### src/rtl/patterns_pkg.sv
// Shared encodings for the Patterns video path: mode select and timing FSM states.
package patterns_pkg;

    typedef enum logic [1:0] {
        MODE_NORMAL = 2'b00,
        MODE_TEST   = 2'b01,
        MODE_PROG   = 2'b10
    } mode_e;

    typedef enum logic [1:0] {
        ST_IDLE   = 2'b00,
        ST_ACTIVE = 2'b01,
        ST_DONE   = 2'b10
    } state_e;

endpackage

### src/rtl/wrap_counter.sv
// Unsigned counter that returns to zero after reaching a supplied last value.
module wrap_counter #(
    parameter int WIDTH = 12
) (
    input  logic             clk,
    input  logic             rst,
    input  logic             clear,
    input  logic             inc,
    input  logic [WIDTH-1:0] last,
    output logic [WIDTH-1:0] count,
    output logic             at_last
);

    assign at_last = (count == last);

    // Wrap happens only through the compare, so an all-ones last never overflows early.
    always_ff @(posedge clk or posedge rst) begin
        if (rst) begin
            count <= '0;
        end else if (clear) begin
            count <= '0;
        end else if (inc) begin
            if (at_last) begin
                count <= '0;
            end else begin
                count <= count + WIDTH'(1);
            end
        end
    end

endmodule

### src/rtl/line_frame_counter.sv
// Line/frame timing source: horizontal and vertical wrap counters, limit latching
// at frame start, and an IDLE/ACTIVE/DONE run FSM with single-shot support.
module line_frame_counter
    import patterns_pkg::*;
#(
    parameter int H_WIDTH       = 12,
    parameter int V_WIDTH       = 11,
    parameter int H_NORMAL_LAST = 1289,
    parameter int V_NORMAL_LAST = 1023
) (
    input  logic               clk,
    input  logic               rst,
    input  logic               enb,
    input  logic [1:0]         mode,
    input  logic               single_shot,
    input  logic [H_WIDTH-1:0] cfg_h_last,
    input  logic [V_WIDTH-1:0] cfg_v_last,
    output logic [H_WIDTH-1:0] h_count,
    output logic [V_WIDTH-1:0] v_count,
    output logic               end_line,
    output logic               end_frame,
    output logic               active,
    output logic               frame_done
);

    state_e               state;
    logic [H_WIDTH-1:0]   h_last_q;
    logic [V_WIDTH-1:0]   v_last_q;
    logic [H_WIDTH-1:0]   h_last_sel;
    logic [V_WIDTH-1:0]   v_last_sel;
    logic                 h_at_last;
    logic                 v_at_last;
    logic                 run;
    logic                 cnt_clear;
    logic                 frame_wrap;

    always_comb begin
        h_last_sel = H_WIDTH'(H_NORMAL_LAST);
        v_last_sel = V_WIDTH'(V_NORMAL_LAST);
        case (mode)
            MODE_TEST: begin
                h_last_sel = '1;
                v_last_sel = '1;
            end
            MODE_PROG: begin
                h_last_sel = cfg_h_last;
                v_last_sel = cfg_v_last;
            end
            default: ;
        endcase
    end

    assign run        = (state == ST_ACTIVE);
    assign cnt_clear  = !enb || !run;
    assign frame_wrap = run && h_at_last && v_at_last;

    wrap_counter #(.WIDTH(H_WIDTH)) u_h_cnt (
        .clk     (clk),
        .rst     (rst),
        .clear   (cnt_clear),
        .inc     (run),
        .last    (h_last_q),
        .count   (h_count),
        .at_last (h_at_last)
    );

    wrap_counter #(.WIDTH(V_WIDTH)) u_v_cnt (
        .clk     (clk),
        .rst     (rst),
        .clear   (cnt_clear),
        .inc     (run && h_at_last),
        .last    (v_last_q),
        .count   (v_count),
        .at_last (v_at_last)
    );

    // Limits move only on frame start so mid-frame mode/cfg changes cannot tear a frame.
    always_ff @(posedge clk or posedge rst) begin
        if (rst) begin
            state    <= ST_IDLE;
            h_last_q <= H_WIDTH'(H_NORMAL_LAST);
            v_last_q <= V_WIDTH'(V_NORMAL_LAST);
        end else if (!enb) begin
            state <= ST_IDLE;
        end else begin
            case (state)
                ST_IDLE: begin
                    state    <= ST_ACTIVE;
                    h_last_q <= h_last_sel;
                    v_last_q <= v_last_sel;
                end
                ST_ACTIVE: begin
                    if (frame_wrap) begin
                        if (single_shot) begin
                            state <= ST_DONE;
                        end else begin
                            h_last_q <= h_last_sel;
                            v_last_q <= v_last_sel;
                        end
                    end
                end
                ST_DONE: state <= ST_DONE;
                default: state <= ST_IDLE;
            endcase
        end
    end

    assign end_line   = run && h_at_last;
    assign end_frame  = frame_wrap;
    assign active     = run;
    assign frame_done = (state == ST_DONE);

endmodule

### config.mk
export PLATFORM = sky130hd
export DESIGN_NAME = line_frame_counter
export DESIGN_NICKNAME = d
export VERILOG_FILES = /design/src/rtl/patterns_pkg.sv /design/src/rtl/wrap_counter.sv /design/src/rtl/line_frame_counter.sv
export SDC_FILE = /design/constraint.sdc
export NUM_CORES = 1
export LEC_CHECK = 0
export CAP_MARGIN = 20
export CORE_MARGIN = 5
export CORE_UTILIZATION = 54
export CTS_BUF_LIST = sky130_fd_sc_hd__clkbuf_8
export CTS_CLUSTER_SIZE = 12
export DETAILED_ROUTE_END_ITERATION = 12
export MAX_ROUTING_LAYER = met4
export PLACE_DENSITY = 0.93
export SYNTH_ARGS = -nofsm -noshare
export SYNTH_HDL_FRONTEND = slang
export SYNTH_HIERARCHICAL = 1
export SYNTH_SLANG_ARGS = --single-unit
### constraint.sdc
create_clock -name clk -period 3.05 [get_ports clk]
set_input_delay 0.305 -clock clk [delete_from_list [all_inputs] [get_ports clk]]
set_output_delay 0.305 -clock clk [all_outputs]
set_load 0.02 [all_outputs]
### Word level (Yosys, flattened, before mapping)

Cells that the tools add are included.
W data, S select, Z words.

| word-level totals | value |
|---|---|
| flip-flop bits (word level) | 48 |
| input port bits | 29 |
| output and inout bits | 27 |
| logic and storage cells | 46 |

| cells by class | value |
|---|---|
| $add $sub $neg | 2 |
| equal/unequal tests | 10 |
| mux-type cells | 18 |
| reductions and logical operators | 11 |

Operator list:

| operator | number |
|---|---|
| $mux W12 | 5 |
| $mux W11 | 5 |
| $pmux W12 S2 | 2 |
| $pmux W11 S2 | 2 |
| $add A12 B1 Y12 const B | 1 |
| $eq A12 B12 Y1 | 1 |
| $add A11 B1 Y11 const B | 1 |
| $eq A11 B11 Y1 | 1 |
| $mux W2 | 3 |
| $ne A3 B3 Y1 const B | 2 |
| $pmux W2 S3 | 1 |
| $reduce_bool A2 Y1 | 3 |
| $eq A2 B1 Y1 const B | 2 |
| $eq A2 B2 Y1 const B | 2 |
| $ne A2 B2 Y1 const B | 2 |
| $reduce_and A4 Y1 | 1 |
| $logic_and A1 B1 Y1 | 2 |
| $logic_not A1 Y1 | 2 |
| $logic_not A2 Y1 | 1 |
| $reduce_and A2 Y1 | 1 |
| $logic_or A1 B1 Y1 | 1 |

### Logic depth before layout (Yosys ltp)

Gate-level depths: netlist of run 1.

| logic depth | value |
|---|---|
| word-level depth | 6 |
| gate-level depth with buffers | 10 |
| gate-level depth less buffers | 8 |

### Cells and area by module

Netlist of run 1, hierarchy kept.

Modules (own cells, without submodules):

| module | times used | cells an instance | area each (µm²) | seq. area each (µm²) |
|---|---|---|---|---|
| line_frame_counter | 1 | 106 | 1211.2 | 643.1 |
| wrap_counter at u_h_cnt | 1 | 99 | 895.9 | 300.3 |
| wrap_counter at u_v_cnt | 1 | 79 | 759.5 | 275.3 |

### Least setup slack after synthesis of run 1

OpenSTA, ideal clock, no wires.

| timing path | value |
|---|---|
| path kind | register to register |
| start | register u_h_cnt.count[5] |
| end | register u_v_cnt.count[8] |
| library setup time | 0.094 ns |
| arrival | 2.525 ns |
| data required time | 2.956 ns |
| setup slack | 0.431 ns |
| cell stages (with the launch flop) | 11 |
| path buffers | 2 |
| clock period less this slack | 2.619 ns |
| path through | dfrtp_1 > buf_2 > xnor2_1 > nand4_1 > nor3_2 > and2_1 > buf_4 > o211ai_1 > nor3_1 > xnor2_1 > a211oi_1 |

| on the way | value |
|---|---|
| cells in the longest elaborated chain, start to end | 3 |

RTL lines:

| what | RTL line | RTL |
|---|---|---|
| start: declaration | wrap_counter.sv:10 | `output logic [WIDTH-1:0] count,` |
| start signal: assignment | wrap_counter.sv:26 | `count <= count + WIDTH'(1);` |
| $eq A12 B12 Y1 | wrap_counter.sv:14 | `assign at_last = (count == last);` |
| net h_at_last | line_frame_counter.sv:31 | `logic h_at_last;` |
| $logic_and A1 B1 Y1 | -- |  |
| net end_line | line_frame_counter.sv:20 | `output logic end_line,` |
| $reduce_bool A2 Y1 (no source line) | -- |  |
| end signal: assignment | wrap_counter.sv:26 |  |
| end: declaration | wrap_counter.sv:10 |  |

The timed path passes the listed nets, and every way through them passes these cells.
A chain may end at the register's enable or synchronous reset.

### Worst setup path in the final report of run 1

| timing path | value |
|---|---|
| start | register u_h_cnt.count[6] |
| end | output end_frame |

| on the way | value |
|---|---|
| cells in the longest elaborated chain, start to end | 3 |

RTL lines:

| what | RTL line | RTL |
|---|---|---|
| $eq A12 B12 Y1 | wrap_counter.sv:14 |  |
| net h_at_last | line_frame_counter.sv:31 |  |
| $logic_and A1 B1 Y1 (2 in series) | line_frame_counter.sv:55 | `assign frame_wrap = run && h_at_last && v_at_last;` |
| end: declaration | line_frame_counter.sv:21 | `output logic end_frame,` |

The timed path passes the listed nets, and every way through them passes these cells.

==> impl_metrics.tcl, run 1 <==
set metrics [dict create \
    ctsResizeCount 0 \
    synth_edf_count 0 \
    syn_inst 284 \
    synth_compound_area_share_pct 18.6 \
    endpoint_kind "output pin" \
    power.switching_uw 813 \
    fmaxAchievable_mhz 359 \
    synth_fa_ha_area_share_pct 3.06 \
    slew_viol_final 0 \
    hold_buffers 0 \
    p_seq_share_pct 41.4 \
    root_buffer "clkbuf_8" \
    crit_path_start "u_h_cnt/count[6]$_DFFE_PP0P_" \
    drt_iter0_drc 220 \
    drt_drc_violations_left 0 \
    overflow 0 \
    start_util_pct 55.8 \
    cp.arrival_ps 2480 \
    setup_tns_ps 0 \
    core_area_sq_um 5140 \
    cp-start-kind "register" \
    r2r-start "state[1]$_DFFE_PP0P_" \
    intPower_uw 1520 \
    fp.dieArea_sq_um 6870 \
    first_global_vias 2496 \
    final_common_cell "clkdlybuf4s50_1" \
    fin_cells 405 \
    critPathSlowestCell "clkdlybuf4s50_1" \
    synthSimpleGateAreaFrac_pct 17.5 \
    grt_max_degree 26 \
    rr_endpoint "u_v_cnt/count[9]$_DFFE_PP0P_" \
    status "complete, no violations" \
    synth_cell_type_count 50 \
    final_cell_mix "clkdlybuf4s50_1 (55), dfrtp_1 (34), nand2_1 (32), xnor2_1 (28), dfstp_2 (14)" \
    cts_max_level 2 \
    die_h_microns 82.9 \
    power.total_uw 2330 \
    antenna_left 0 \
    critPathKind "reg -> out" \
    antenna_found_initial 0 \
    die_w_microns 82.9 \
    min_period_ps 2780 \
    setup_viol 0 \
    r2r_setup_slack_ps 310 \
    fillers 380 \
    worst_ep_required_time_ps 2740 \
    finalHoldViolCount 0 \
    synth_ff_type "dfrtp_1" \
    design_area_sq_um 3570 \
    cts_setup_buffers 0 \
    cts_buffers 5 \
    power.leakage_uw 0.00133 \
    ys_warn_count 6 \
    antenna_cells 0 \
    rsz0062_at_grt "no" \
    synthMuxAreaShare_pct 3.93 \
    placed_area_sq_um 3450 \
    syn_area_per_cell_sq_um 10.1 \
    routed_wl_microns 7760 \
    synth_top_family_by_area "compound AO/OA/AOI/OAI gates" \
    powerDensity_nw_per_um2 653 \
    cp_cell_sequence "xnor2_1, nand4_1, nor3_2, buf_4, and3_1, clkdlybuf4s50_1" \
    ys_ff_latch 48 \
    clock_latency_ps 320 \
    dr_total_vias 2510 \
    syn_to_final_growth_pct 24.7 \
    clkTransAtPathRegs_ps 90 \
    tightestPinTransition_ps 907 \
    wl_per_cell_microns 19.2 \
    cts_tree "done" \
    switching_share_pct 34.8 \
    cap_viol_max_count 0 \
    drive_gt1_share_pct 12.2 \
    power.clock.fraction_pct 22.1 \
    reg2regPathDepth 7 \
    first_pass_iters 5 \
    synth_xor_area_share_pct 9.12 \
    pin_count 56 \
    fin_worst_skew_ps 7.47 \
    port_buffers 55 \
    vias_per_cell 6.20 \
    p_comb_share_pct 36.5 \
    track_usage_pct 23.1 \
    critPathMaxStageDelay_ps 600 \
    fin_util_pct 69.5 \
    gp_congestion 0.899 \
    syn-num-nets 320 \
    async_flop_share_pct 100 \
    slew_headroom_pct 39.5 \
    row_count 26 \
    num-nets-final 370 \
    clockBufferDepth 2 \
    clkSinkCount 48 \
    crit_end "end_frame" \
    synth_area_sq_um 2870 \
    dpl.cell_count 397 \
    fin_crit_sh_pct 91.3 \
    detailed_place_hpwl_microns 5470 \
    ys_seq_area_share_pct 42.5 \
    path_max_fanout 7 \
    grt_pass1_wl_microns 12400 \
    peakVddDrop_mv 0.435 \
    hp-class "in -> async" \
]
==> layer usage <==
| layer | share of wire [%] | wire (microns) | vias to the layer above | GRT usage, % |
|---|---|---|---|---|
| li1 | - | - | 1128 | - |
| met1 | 41 | 3190 | 1239 | 28.4 |
| met2 | 50 | 3860 | 123 | 36.7 |
| met3 | 6.3 | 492 | 20 | 4.06 |
| met4 | 2.9 | 226 | 0 | 11.1 |
| met5 | 0 | 0 | - | - |
==> worst min path at each step <==
stage	start	endpoint	slack (ps)
finish	rst	u_v_cnt/count[5]$_DFFE_PP0P_	370
global route	rst	u_v_cnt/count[5]$_DFFE_PP0P_	420
CTS	rst	u_v_cnt/count[5]$_DFFE_PP0P_	390
detailed placement	h_last_q[0]$_DFFE_PP1P_	h_last_q[0]$_DFFE_PP1P_	500
global placement	h_last_q[9]$_DFFE_PP0P_	h_last_q[9]$_DFFE_PP0P_	500
floorplan	rst	u_v_cnt/count[0]$_DFFE_PP0P_	160
==> flip-flops by register name, indices dropped and copies added (netlist names) <==
| name | flops |
|---|---|
| u_h_cnt/count | 12 |
| v_last_q | 11 |
| state | 2 |
| u_v_cnt/count | 11 |
| h_last_q | 12 |
==> cells in the mapped netlist, drive strengths merged, types with 4 or more instances <==
library cell	count	area, sq um
a2111oi	4	78.8
a211oi	6	45.0
a21oi	13	68.8
a2bb2oi	13	114
buf	8	55.1
clkbuf	11	53.8
dfrtp	34	851
dfstp	14	368
ha	7	87.6
inv	11	41.3
mux2i	9	90.1
nand2	32	120
nand2b	4	25.0
nand3	8	40.0
nand4	12	81.3
nor2	13	48.8
nor3	9	50.1
nor4	7	58.8
o2bb2ai	9	78.8
xnor2	29	262
==> stage by stage <==
stage / worst slack (ps) / hold slack, ps
finish: 267 / 374
global route: 145 / 421
CTS: 278 / 388
detailed placement: 464 / 503
global placement: 668 / 499
floorplan: 431 / 157
==> critical path, delay by kind of cell (launching register included) <==
family                    cells  cell delay (ps)
xor gates and xnor gates      1              250
and+or+nand+nor               3              640
DFF                           1              470
buffers and inverters         2              800
==> power by group through the flow <==
stage	Sequential [uW]	Clock, uW	Combinational [uW]
floorplan	936	0	638
global placement	966	0	803
detailed placement	974	0	837
CTS	964	517	844
global route	981	543	914
finish	967	515	852
==> kinds of logic after synthesis <==
logic type / count (synthesis)
flip-flops: 48
AND/OR/NAND/NOR: 94
adder cells (fa/ha/maj): 7
XOR/XNOR: 29
buffers and inverters: 30
AO/OA/AOI/OAI: 65
multiplexers: 11
==> layout make-up <==
| type | count | area (sq um) | area share, % |
|---|---|---|---|
| clock buffer | 7 | 96.3 | 2.70 |
| clock inverter | 1 | 30.0 | 0.840 |
| inverter | 11 | 41.3 | 1.16 |
| multi-input combinational | 206 | 1500 | 41.9 |
| sequential | 48 | 1220 | 34.1 |
| tap | 70 | 87.6 | 2.45 |
| timing repair buffer | 62 | 603 | 16.9 |
Note: power is estimated with default switching activity, not from simulation.
==> run 2, diff against run 1 <==
--- a/config.mk
+++ b/config.mk
@@ -7,12 +7,12 @@
 export LEC_CHECK = 0
 export CAP_MARGIN = 20
 export CORE_MARGIN = 5
-export CORE_UTILIZATION = 54
+export CORE_UTILIZATION = 35
 export CTS_BUF_LIST = sky130_fd_sc_hd__clkbuf_8
 export CTS_CLUSTER_SIZE = 12
 export DETAILED_ROUTE_END_ITERATION = 12
 export MAX_ROUTING_LAYER = met4
-export PLACE_DENSITY = 0.93
+export PLACE_DENSITY = 0.68
 export SYNTH_ARGS = -nofsm -noshare
 export SYNTH_HDL_FRONTEND = slang
 export SYNTH_HIERARCHICAL = 1
==> impl_metrics.tcl, run 2 (synthesis gave the netlist of run 1 again) <==
set metrics [dict create \
    clockBufferDepth 2 \
    vias_per_cell 5.41 \
    antenna_cells 0 \
    cts_buffers 5 \
    setup_tns_ps 0 \
    cp.arrival_ps 2490 \
    ctsResizeCount 0 \
    design_area_sq_um 3630 \
    p_comb_share_pct 36.7 \
    power.leakage_uw 0.00133 \
    wl_met3_microns 458 \
    top_layer "met4" \
    clock_latency_ps 310 \
    antenna_found_initial 0 \
    row_count 33 \
    peakVddDrop_mv 0.343 \
    cts_max_level 2 \
    overflow 0 \
    top_regs "h_last_q (12), u_h_cnt/count (12)" \
    critPathMaxStageDelay_ps 600 \
    hold_buffers 0 \
    fillers 791 \
    start_util_pct 35.4 \
    switching_share_pct 35.3 \
    gp_congestion 0.845 \
    slew_headroom_pct 43.0 \
    die_h_microns 101 \
    antenna_left 0 \
    min_period_ps 2790 \
    finalHoldViolCount 0 \
    routed_wl_microns 7560 \
    syn_to_final_growth_pct 26.7 \
    first_global_vias 2366 \
    core_area_sq_um 8090 \
    wl_met1_microns 3420 \
    cts_tree "done" \
    die_w_microns 101 \
    drt_drc_violations_left 0 \
    num-nets-final 371 \
    cp_cell_sequence "xnor2_1, nand4_1, nor3_2, buf_4, and3_1, clkdlybuf4s50_1" \
    fin_crit_sh_pct 91.6 \
    setup_viol 0 \
    final_cell_mix "clkdlybuf4s50_1 (55), dfrtp_1 (34), nand2_1 (32), xnor2_1 (28), dfstp_2 (14)" \
    clkTransAtPathRegs_ps 90 \
    fmaxAchievable_mhz 358 \
    path_max_fanout 7 \
    critPathKind "reg -> out" \
    p_seq_share_pct 42.5 \
    intPower_uw 1470 \
    hp-class "in -> async" \
    pin_count 56 \
    worst_ep_required_time_ps 2740 \
    track_usage_pct 16.1 \
    critPathBufInv 2 \
    endpoint_kind "output pin" \
    cts_setup_buffers 0 \
    root_buffer "clkbuf_8" \
    cp-start-kind "register" \
    cp_top_family "buffers and inverters" \
    rsz0062_at_grt "no" \
    status "complete, no violations" \
    placed_area_sq_um 3490 \
    drt_iter0_drc 119 \
    wl_per_cell_microns 17.1 \
    dr_total_vias 2385 \
    powerDensity_nw_per_um2 628 \
    final_common_cell "clkdlybuf4s50_1" \
    grt_max_degree 26 \
    port_buffers 55 \
    detailed_place_hpwl_microns 5610 \
    cap_viol_max_count 0 \
    fin_worst_skew_ps 6.11 \
    tightestPinTransition_ps 854 \
    slew_viol_final 0 \
    first_pass_iters 4 \
    dr_wl_met2_microns 3520 \
    grt_pass1_wl_microns 12600 \
    drive_gt1_share_pct 12.5 \
    power.clock.fraction_pct 20.7 \
    fp.dieArea_sq_um 10100 \
    critPathSlowestCell "clkdlybuf4s50_1" \
    power.switching_uw 805 \
    clkSinkCount 48 \
]
==> run 2: worst paths after layout <==
kind,start,end,slack (ps),cells past startpoint
max in group asynchronous,rst,u_h_cnt/count[8]$_DFFE_PP0P_,2340,2
worst min register to register,h_last_q[10]$_DFFE_PP1P_,h_last_q[10]$_DFFE_PP1P_,520,1
worst min-delay path,rst,u_v_cnt/count[9]$_DFFE_PP0P_,360,2
worst max register to register,u_h_cnt/count[6]$_DFFE_PP0P_,u_v_cnt/count[10]$_DFFE_PP0P_,430,9
worst max-delay path,u_h_cnt/count[6]$_DFFE_PP0P_,end_frame,260,6
min in group clk,cfg_v_last[3],v_last_q[3]$_DFFE_PP1P_,500,3
==> run 2: per-layer routing <==
metal  track usage [%]  up-vias
met4              5.49        0
met5                 -        -
met3              3.39       10
li1                  -     1133
met2              24.0       90
met1              21.9     1152
==> run 2: final cells by class <==
type,instances,area [sq um],share of cell area [%]
multi-input cells,206,1500,41.2
flip-flops and latches,48,1220,33.6
repair buffers,63,631,17.4
well taps,105,131,3.62
clock buffers,5,68.8,1.90
clock inverters,3,42.5,1.17
inverters,11,41.3,1.14
==> run 2: metrics by stage <==
| step | power, uW | cells | utilization, % | setup slack (ps) | hold WS, ps |
|---|---|---|---|---|---|
| 4_1_cts | 2290 | 440 | 44.5 | 261 | 375 |
| 6_report | 2280 | 441 | 44.9 | 256 | 362 |
| 5_1_grt | 2420 | 441 | 44.9 | 99.9 | 412 |
| 3_5_place_dp | 1810 | 432 | 43.2 | 612 | 503 |
| 2_1_floorplan | 1570 | 284 | - | 431 | 157 |
| 3_3_place_gp | 1790 | 432 | 43.2 | 629 | 499 |
==> run 2: power by group through the flow <==
stage          registers [uW]  logic [uW]  clock network, uW
6_report                  970         837                473
4_1_cts                   969         835                487
3_3_place_gp              974         812                  0
2_1_floorplan             936         638                  0
3_5_place_dp              978         832                  0
5_1_grt                   988         916                513
==> run 3, diff against run 2 <==
--- a/config.mk
+++ b/config.mk
@@ -5,6 +5,7 @@
 export SDC_FILE = /design/constraint.sdc
 export NUM_CORES = 1
 export LEC_CHECK = 0
+export ABC_CLOCK_PERIOD_IN_PS = 3050
 export CAP_MARGIN = 20
 export CORE_MARGIN = 5
 export CORE_UTILIZATION = 35
==> results of run 3 <==
Same layout as run 2: the final DEF is identical, and so are final timing and power.
